`src/rtl/sd_block_arbiter.sv`:
```
// sd_block_arbiter: latches sector read/write requests from CHANNELS block
// devices and serialises them, round-robin, onto the per-channel
// sd_rd/sd_wr/sd_ack handshake of the HPS SD interface. cpu_wait is held
// while any channel has pending or in-service work.
//
// Optional feature macro: SD_ARB_TIMEOUT_EN (ISSUE/XFER watchdog, err pulses).
//
// Ports:
//   clk_sys, reset_n  clock, asynchronous active-low reset
//   req_rd, req_wr    one-cycle read/write request pulse per channel
//   req_lba           packed sector address, channel i at [i*LBA_W +: LBA_W]
//   ch_mounted        image mounted per channel
//   sd_ack            SD interface acknowledge per channel
//   sd_rd, sd_wr      read/write strobes to SD interface
//   sd_lba            sector address of the issued op per channel
//   grant             one-hot channel in service, zero when idle
//   ch_busy, cpu_wait channel has work / OR of ch_busy
//   done, err         one-cycle completion / timeout pulses
module sd_block_arbiter #(
  parameter int unsigned CHANNELS       = 3,
  parameter int unsigned LBA_W          = 32,
  parameter int unsigned TIMEOUT_CYCLES = 1048576
) (
  input  logic                      clk_sys,
  input  logic                      reset_n,
  input  logic [CHANNELS-1:0]       req_rd,
  input  logic [CHANNELS-1:0]       req_wr,
  input  logic [CHANNELS*LBA_W-1:0] req_lba,
  input  logic [CHANNELS-1:0]       ch_mounted,
  input  logic [CHANNELS-1:0]       sd_ack,
  output logic [CHANNELS-1:0]       sd_rd,
  output logic [CHANNELS-1:0]       sd_wr,
  output logic [CHANNELS*LBA_W-1:0] sd_lba,
  output logic [CHANNELS-1:0]       grant,
  output logic [CHANNELS-1:0]       ch_busy,
  output logic                      cpu_wait,
  output logic [CHANNELS-1:0]       done,
  output logic [CHANNELS-1:0]       err
);

  localparam int unsigned PTR_W = (CHANNELS > 1) ? $clog2(CHANNELS) : 1;

  typedef enum logic [1:0] {
    IDLE  = 2'd0,
    ISSUE = 2'd1,
    XFER  = 2'd2
  } state_e;

  // Reject configurations outside the supported range at elaboration.
  if (CHANNELS < 1 || CHANNELS > 10 || LBA_W < 1 || TIMEOUT_CYCLES < 1) begin : g_param_check
    $error("sd_block_arbiter: parameter out of range");
  end

  state_e                      state_q, state_d;
  logic [CHANNELS-1:0]         pend_rd_q, pend_rd_d;
  logic [CHANNELS-1:0]         pend_wr_q, pend_wr_d;
  logic [CHANNELS*LBA_W-1:0]   lba_q, lba_d;
  logic [CHANNELS*LBA_W-1:0]   sd_lba_q, sd_lba_d;
  logic [CHANNELS-1:0]         sd_rd_q, sd_rd_d;
  logic [CHANNELS-1:0]         sd_wr_q, sd_wr_d;
  logic [CHANNELS-1:0]         grant_q, grant_d;
  logic [CHANNELS-1:0]         ch_busy_q, ch_busy_d;
  logic                        cpu_wait_q, cpu_wait_d;
  logic [CHANNELS-1:0]         done_q, done_d;
  logic [CHANNELS-1:0]         ack_q;
  logic [PTR_W-1:0]            rr_q, rr_d;
  logic [PTR_W-1:0]            cur_q, cur_d;
  logic                        cur_wr_q, cur_wr_d;

  logic                        sel_found;
  logic [PTR_W-1:0]            sel_idx;
  logic [PTR_W-1:0]            cidx;
  int unsigned                 cand;
  logic                        ack_rise;
  logic                        ack_fall;
  logic [PTR_W-1:0]            rr_next;

  // Edges of the granted channel's ack only; other channels' acks are ignored.
  assign ack_rise = sd_ack[cur_q] & ~ack_q[cur_q];
  assign ack_fall = ~sd_ack[cur_q] & ack_q[cur_q];
  assign rr_next  = (cur_q == PTR_W'(CHANNELS - 1)) ? '0 : cur_q + PTR_W'(1);

`ifdef SD_ARB_TIMEOUT_EN
  localparam int unsigned CNT_W = $clog2(TIMEOUT_CYCLES + 1);
  logic [CNT_W-1:0]    cnt_q, cnt_d;
  logic [CHANNELS-1:0] err_q, err_d;
  logic                tmo_hit;
  assign tmo_hit = (cnt_q == CNT_W'(TIMEOUT_CYCLES - 1));
`endif

  // Round-robin search: first pending channel at or above rr_q, wrapping.
  always_comb begin
    sel_found = 1'b0;
    sel_idx   = '0;
    cand      = 0;
    cidx      = '0;
    for (int unsigned k = 0; k < CHANNELS; k++) begin
      cand = 32'(rr_q) + k;
      if (cand >= CHANNELS) cand = cand - CHANNELS;
      cidx = PTR_W'(cand);
      if (!sel_found && (pend_rd_q[cidx] || pend_wr_q[cidx])) begin
        sel_found = 1'b1;
        sel_idx   = cidx;
      end
    end
  end

  // Next-state, pend bookkeeping and output next values.
  always_comb begin
    state_d   = state_q;
    pend_rd_d = pend_rd_q;
    pend_wr_d = pend_wr_q;
    lba_d     = lba_q;
    sd_lba_d  = sd_lba_q;
    sd_rd_d   = sd_rd_q;
    sd_wr_d   = sd_wr_q;
    grant_d   = grant_q;
    done_d    = '0;
    rr_d      = rr_q;
    cur_d     = cur_q;
    cur_wr_d  = cur_wr_q;
`ifdef SD_ARB_TIMEOUT_EN
    err_d     = '0;
    cnt_d     = cnt_q;
`endif

    unique case (state_q)
      IDLE: begin
        if (sel_found) begin
          grant_d  = CHANNELS'(1) << sel_idx;
          cur_d    = sel_idx;
          sd_lba_d[32'(sel_idx)*LBA_W +: LBA_W] = lba_q[32'(sel_idx)*LBA_W +: LBA_W];
          // Read before write when both are pending.
          if (pend_rd_q[sel_idx]) begin
            sd_rd_d[sel_idx] = 1'b1;
            cur_wr_d         = 1'b0;
          end else begin
            sd_wr_d[sel_idx] = 1'b1;
            cur_wr_d         = 1'b1;
          end
          state_d = ISSUE;
        end
      end
      ISSUE: begin
        if (ack_rise) begin
          sd_rd_d = '0;
          sd_wr_d = '0;
          if (cur_wr_q) pend_wr_d[cur_q] = 1'b0;
          else          pend_rd_d[cur_q] = 1'b0;
          state_d = XFER;
        end
      end
      XFER: begin
        if (ack_fall) begin
          done_d[cur_q] = 1'b1;
          rr_d          = rr_next;
          grant_d       = '0;
          state_d       = IDLE;
        end
      end
      default: state_d = IDLE;
    endcase

`ifdef SD_ARB_TIMEOUT_EN
    // Watchdog abort when no handshake progress was made this cycle.
    if (state_q != IDLE && state_d == state_q && tmo_hit) begin
      sd_rd_d = '0;
      sd_wr_d = '0;
      if (state_q == ISSUE) begin
        if (cur_wr_q) pend_wr_d[cur_q] = 1'b0;
        else          pend_rd_d[cur_q] = 1'b0;
      end
      err_d[cur_q] = 1'b1;
      rr_d         = rr_next;
      grant_d      = '0;
      state_d      = IDLE;
    end
    if (state_d != state_q)   cnt_d = '0;
    else if (state_q != IDLE) cnt_d = cnt_q + CNT_W'(1);
`endif

    // New requests win over a same-edge clear; unmounted channels hold nothing.
    pend_rd_d = (pend_rd_d | (req_rd & ch_mounted)) & ch_mounted;
    pend_wr_d = (pend_wr_d | (req_wr & ch_mounted)) & ch_mounted;
    for (int unsigned i = 0; i < CHANNELS; i++) begin
      if ((req_rd[i] || req_wr[i]) && ch_mounted[i]) begin
        lba_d[i*LBA_W +: LBA_W] = req_lba[i*LBA_W +: LBA_W];
      end
    end

    ch_busy_d  = pend_rd_d | pend_wr_d | grant_d;
    cpu_wait_d = |ch_busy_d;
  end

  // State and output registers.
  always_ff @(posedge clk_sys or negedge reset_n) begin
    if (!reset_n) begin
      state_q    <= IDLE;
      pend_rd_q  <= '0;
      pend_wr_q  <= '0;
      lba_q      <= '0;
      sd_lba_q   <= '0;
      sd_rd_q    <= '0;
      sd_wr_q    <= '0;
      grant_q    <= '0;
      ch_busy_q  <= '0;
      cpu_wait_q <= 1'b0;
      done_q     <= '0;
      ack_q      <= '0;
      rr_q       <= '0;
      cur_q      <= '0;
      cur_wr_q   <= 1'b0;
    end else begin
      state_q    <= state_d;
      pend_rd_q  <= pend_rd_d;
      pend_wr_q  <= pend_wr_d;
      lba_q      <= lba_d;
      sd_lba_q   <= sd_lba_d;
      sd_rd_q    <= sd_rd_d;
      sd_wr_q    <= sd_wr_d;
      grant_q    <= grant_d;
      ch_busy_q  <= ch_busy_d;
      cpu_wait_q <= cpu_wait_d;
      done_q     <= done_d;
      ack_q      <= sd_ack;
      rr_q       <= rr_d;
      cur_q      <= cur_d;
      cur_wr_q   <= cur_wr_d;
    end
  end

`ifdef SD_ARB_TIMEOUT_EN
  // Watchdog counter and err pulse.
  always_ff @(posedge clk_sys or negedge reset_n) begin
    if (!reset_n) begin
      cnt_q <= '0;
      err_q <= '0;
    end else begin
      cnt_q <= cnt_d;
      err_q <= err_d;
    end
  end
  assign err = err_q;
`else
  assign err = '0;
`endif

  assign sd_rd    = sd_rd_q;
  assign sd_wr    = sd_wr_q;
  assign sd_lba   = sd_lba_q;
  assign grant    = grant_q;
  assign ch_busy  = ch_busy_q;
  assign cpu_wait = cpu_wait_q;
  assign done     = done_q;

endmodule

```
`config.mk`:
```
export PLATFORM = sky130hd
export DESIGN_NAME = sd_block_arbiter
export DESIGN_NICKNAME = d
export VERILOG_FILES = /design/src/rtl/sd_block_arbiter.sv
export SDC_FILE = /design/constraint.sdc
export NUM_CORES = 1
export LEC_CHECK = 0
export ABC_AREA = 1
export CORE_UTILIZATION = 32
export CTS_CLUSTER_SIZE = 16
export DETAILED_ROUTE_END_ITERATION = 8
export GPL_ROUTABILITY_DRIVEN = 0
export GPL_TIMING_DRIVEN = 0
export PLACE_DENSITY = 0.67
export SYNTH_ARGS = -nofsm -noshare
export SYNTH_HDL_FRONTEND = slang
export SYNTH_SLANG_ARGS = --single-unit
```
`constraint.sdc`:
```
create_clock -name clk_sys -period 2.55 [get_ports clk_sys]
set_input_delay 0.255 -clock clk_sys [delete_from_list [all_inputs] [get_ports clk_sys]]
set_output_delay 0.255 -clock clk_sys [all_outputs]
set_load 0.005 [all_outputs]
```
### Yosys cells after proc, flatten, opt, wreduce, memory -nomap -nowiden

Index checks and enable logic that the tools add are counted.
Widths: inputs -> output; s select.

* register bits: 224
* output and inout port bits: 115
* word-level logic and storage cells: 142

* $add $sub $neg: 7
* $lt $le $gt $ge: 10
* equality and inequality tests: 8
* shifts and indexed selects: 4
* mux-type cells: 56
* bitwise gates (word level): 17
* reduce and logical (&&, ||, !) cells: 23

Operators with widths (count)
* $bwmux 96: 1
* $shift 32x34->96 const A: 1
* $shiftx 32x34->96: 1
* $shiftx 96x8->32: 1
* $mux 3: 15
* $neg 7->34: 1
* $mux 2: 10
* $and 3x3->3: 6
* $bmux 1 s2: 9
* $or 3x3->3: 6
* $pmux 3 s2: 3
* $lt 2x3->1 const B: 5
* $mux 1: 15
* $ne 2x2->1 const B: 5
* $reduce_and 4->1: 2
* $logic_and 1x1->1: 7
* $ge 3x2->1 const B: 2
* $logic_or 1x1->1: 6
* $pmux 2 s3: 1
* $sub 2x2->2 const B: 3
* $demux 1 s2: 2
* $eq 2x2->1 const B: 2
* $ge 2x1->1 const B: 2
* $reduce_and 2->1: 2
* 14 further kinds: 17

### Logic depth before layout (Yosys ltp)

* depth after elaboration: 20
* mapped depth: 18
* gate-level depth less buffers: 18

### Worst setup path before layout

Ideal clock, no wire load.

* kind: register to register
* start: reg rr_q[0]
* end: reg sd_lba_q[51] (netlist: sd_lba[51])
* arrival: 1929 ps
* path slack: 501 ps
* cell stages (with the launch flop): 16
* path buffers: 1
* cell sequence: dfrtp_1 -> inv_1 -> ha_1 -> nor2_1 -> nand2_1 -> nand2_1 -> inv_1 -> nand2_1 -> nand4_1 -> nand2_2 -> inv_4 -> nand2_4 -> inv_1 -> buf_2 -> o21ai_0 -> inv_1

* longest elaborated chain between the ends: 15

Ends and longest elaborated chain
* from (decl): RTL line 66 `logic [PTR_W-1:0] rr_q, rr_d;`
* from (signal assigned): RTL line 226 `rr_q <= rr_d;`
* branches (longest 15 deep; another with $add 2x1->3)
* to (signal assigned): RTL line 218 `sd_lba_q <= sd_lba_d;`
* to (decl): RTL line 58 `logic [CHANNELS*LBA_W-1:0] sd_lba_q, sd_lba_d;`

Several ways; the timed one is not identified. The select of a mux whose other input is x is not followed.
A chain may end at the register's enable or synchronous reset.

### Worst setup path in the final report

* start: reg rr_q[0]
* end: reg sd_lba_q[57] (netlist: sd_lba[57])

Same word-level chain as after synthesis.

==> flow_summary.ini <==
[global_routing]
gr-usage-met3_pct = 4.746
grt.busiest_layer = met2
grt_pass1_vias = 6957
grt-ovfl-total = 0
grt_util_met1_pct = 20.30
grt_pass1_wl_um = 35700
grt_antenna_before_repair = 0
grt_use_met2_pct = 25.56
grt_max_degree = 121
grt.total_usage_pct = 15.66

[power]
p_leak_uw = 0.006003
power-per-cell-area_mw_per_mm2 = 1176
finalPower_uw = 14630
vdd_ir_drop_max_v = 0.0005141

[route]
vias = 6901
first_iter_violations = 481
ant_nets = 0
drt-total-wl_um = 22110
detail_route.wl_per_cell_um = 14.22
drc = 0
routed_via_density = 4.438
dr.pass1.iters = 5

[floorplan]
io_pins = 225
fp.dieW_um = 168.5
die_y_um = 168.5
num_rows = 60
die_area_mm2 = 0.02838
core-area_mm2 = 0.02710
floorplan.initialDensity_pct = 32.72

[yosys]
synthTopCellsByArea = dfrtp_1 63%, nand2_1 7.7%, inv_1 4.9%
yosysWarningCount = 0
synthCells = 906
ys_seq_elements = 224
syn_area_mm2 = 0.008869
ys_seq_area_share_pct = 63.21
syn_area_per_cell_um2 = 9.789
yosysUniqueCellTypes = 28
yosysTopAreaCell = dfrtp_1
yosysTopAreaCellShare_pct = 63.21

[placed_design]
place_hpwl_um = 15710
port_buffers = 221
dp_slack_ns = -0.3027
placedCellCount = 1502

[finish]
drive_gt1_share_pct = 9.806
area_delta_synth_final_pct = 40.21
final_nets = 1281
instances_no_fill = 1555
antenna-diode-count = 0

[critical_path]
critPathCapture = sd_lba[57]$_DFFE_PN0P_
crit_fanout = 10
crit_required_ns = 2.95
cp-start-kind = flop
worst_r2r_path_depth = 15
crit_arrival_ns = 2.74
r2r-end = sd_lba[57]$_DFFE_PN0P_
endpoint_kind = flop
rrSetupSlack_ns = 0.21
r2r_start = rr_q[0]$_DFFE_PN0P_
worstSetupPathType = flop to flop
crit_start = rr_q[0]$_DFFE_PN0P_

[sta]
finClkSkew_ns = 0.005476
final-setup-viol-count = 0
fmax_mhz = 426.8
min_period_ns = 2.343
hold_viol = 0
worst_pin_slew_ns = 1.252
relSlewSlack_pct = 15.96
fin_tns_setup_ns = 0
fin_crit_sh_pct = 91.89
fin_ws_ns = 0.2067
slew_violations = 0

[cts]
cts_root_buffer = clkbuf_16
cts_buffers = 25
insertion_delay_ns = 0.52
cts.sinks = 224
cts_tree = done
cts_max_level = 1
cts_buffer_depth = 3
clk_pin_slew_ns = 0.06

[run_status]
status = complete, no violations

[job]
maxCapViolCount = 0

[min_path]
hp-class = input port to flop
## worst min-delay path by stage
stage / start / to / slack, ns / cells past startpoint
2_1_floorplan: reset_n / ack_q[0]$_DFF_PN0_ / -0.04 / 0
4_1_cts: sd_ack[0] / ack_q[0]$_DFF_PN0_ / 0.22 / 1
6_report: sd_ack[0] / ack_q[0]$_DFF_PN0_ / 0.23 / 1
3_3_place_gp: sd_lba[3]$_DFFE_PN0P_ / sd_lba[3]$_DFFE_PN0P_ / 0.45 / 2
5_1_grt: sd_ack[0] / ack_q[0]$_DFF_PN0_ / 0.21 / 1
3_5_place_dp: reset_n / lba_q[58]$_DFFE_PN0P_ / 0.35 / 1
## power by group
| part | switching [uW] | internal, uW |
|---|---|---|
| registers | 587 | 4680 |
| logic | 3070 | 2950 |
| clock network | 1390 | 1950 |
| total | 5050 | 9570 |
## what timing repair did
action,CTS,global route
hold buffers,1,0
setup endpoints to repair,0,56
hold endpoints to repair,104,0
buffers inserted,0,9
gates resized for setup,0,11
## Yosys cell counts, drive strengths merged
library cell  count
dfrtp           224
nand2           191
inv             117
nor2             92
o21ai            83
a21oi            67
nand3            42
mux2             30
clkbuf           20
buf              19
mux2i             7
nand4             5
ha                4
nand3b            3
a21o              1
conb              1
## critical path, stage by stage, from the launching register on
cell     delay [ns]
dfrtp_1        0.39
inv_1          0.08
ha_1           0.36
nor2_1         0.12
nand2_1        0.06
nand2_1        0.10
inv_1          0.05
nand2_1        0.09
nand4_1        0.14
nand2_4        0.13
inv_4          0.08
nand2_4        0.13
inv_1          0.11
buf_2          0.19
o21ai_0        0.15
inv_1          0.06
## layout by cell type, fill, tap and decap left out, drive strengths merged
cell type,instances
dfrtp,224
clkdlybuf4s50,220
nand2,191
inv,118
nor2,92
o21ai,83
a21oi,67
clkbuf,59
nand3,42
mux2,30
buf,30
mux2i,7
nand4,5
ha,4
nand3b,3
conb,3
clkinv,3
a21o,1
dlygate4sd3,1
## cells by family after synthesis
group                      count (synthesis)  share of synthesized area (%)
other                                      1                        0.04228
DFF                                      224                          63.21
and+or+nand+nor                          333                          15.58
muxes                                     37                          4.599
buffers and inverters                    156                          7.336
adders and majority gates                  4                         0.5644
AOI/OAI and AO/OA                        151                          8.677
## stage by stage
step                cell area [um^2]  util [%]  hold slack [ns]
floorplan                       8876         -         -0.04059
global placement               11550     42.63           0.4532
detailed placement             11590     42.75           0.3456
CTS                            12350     45.56           0.2184
global route                   12430     45.88           0.2077
finish                         12430     45.88           0.2296
## layout make-up
class,count,area (um^2)
buffer,39,215.2
clock buffer,39,728.2
clock inverter,4,23.77
fill,2531,14670
inverter,117,441.7
multi-input combinational,528,2633
sequential,224,5605
tap,372,465.4
timing repair buffer,232,2322
## metal layers
metal / wire (um) / up-vias
met5: 0 / -
met4: 441 / 0
met3: 1800 / 32
met2: 10200 / 208
met1: 9662 / 3289
li1: - / 3372
## flip-flops by register name (all words and copies together) (netlist names)
register   cells
cur_q          2
lba_q         96
cpu_wait       1
done           3
pend_wr_q      3
cur_wr_q       1
sd_wr          3
state_q        2
grant          3
ch_busy        3
pend_rd_q      3
ack_q          3
sd_lba        96
rr_q           2
sd_rd          3
No activity file was read; power rests on OpenSTA's default activity.
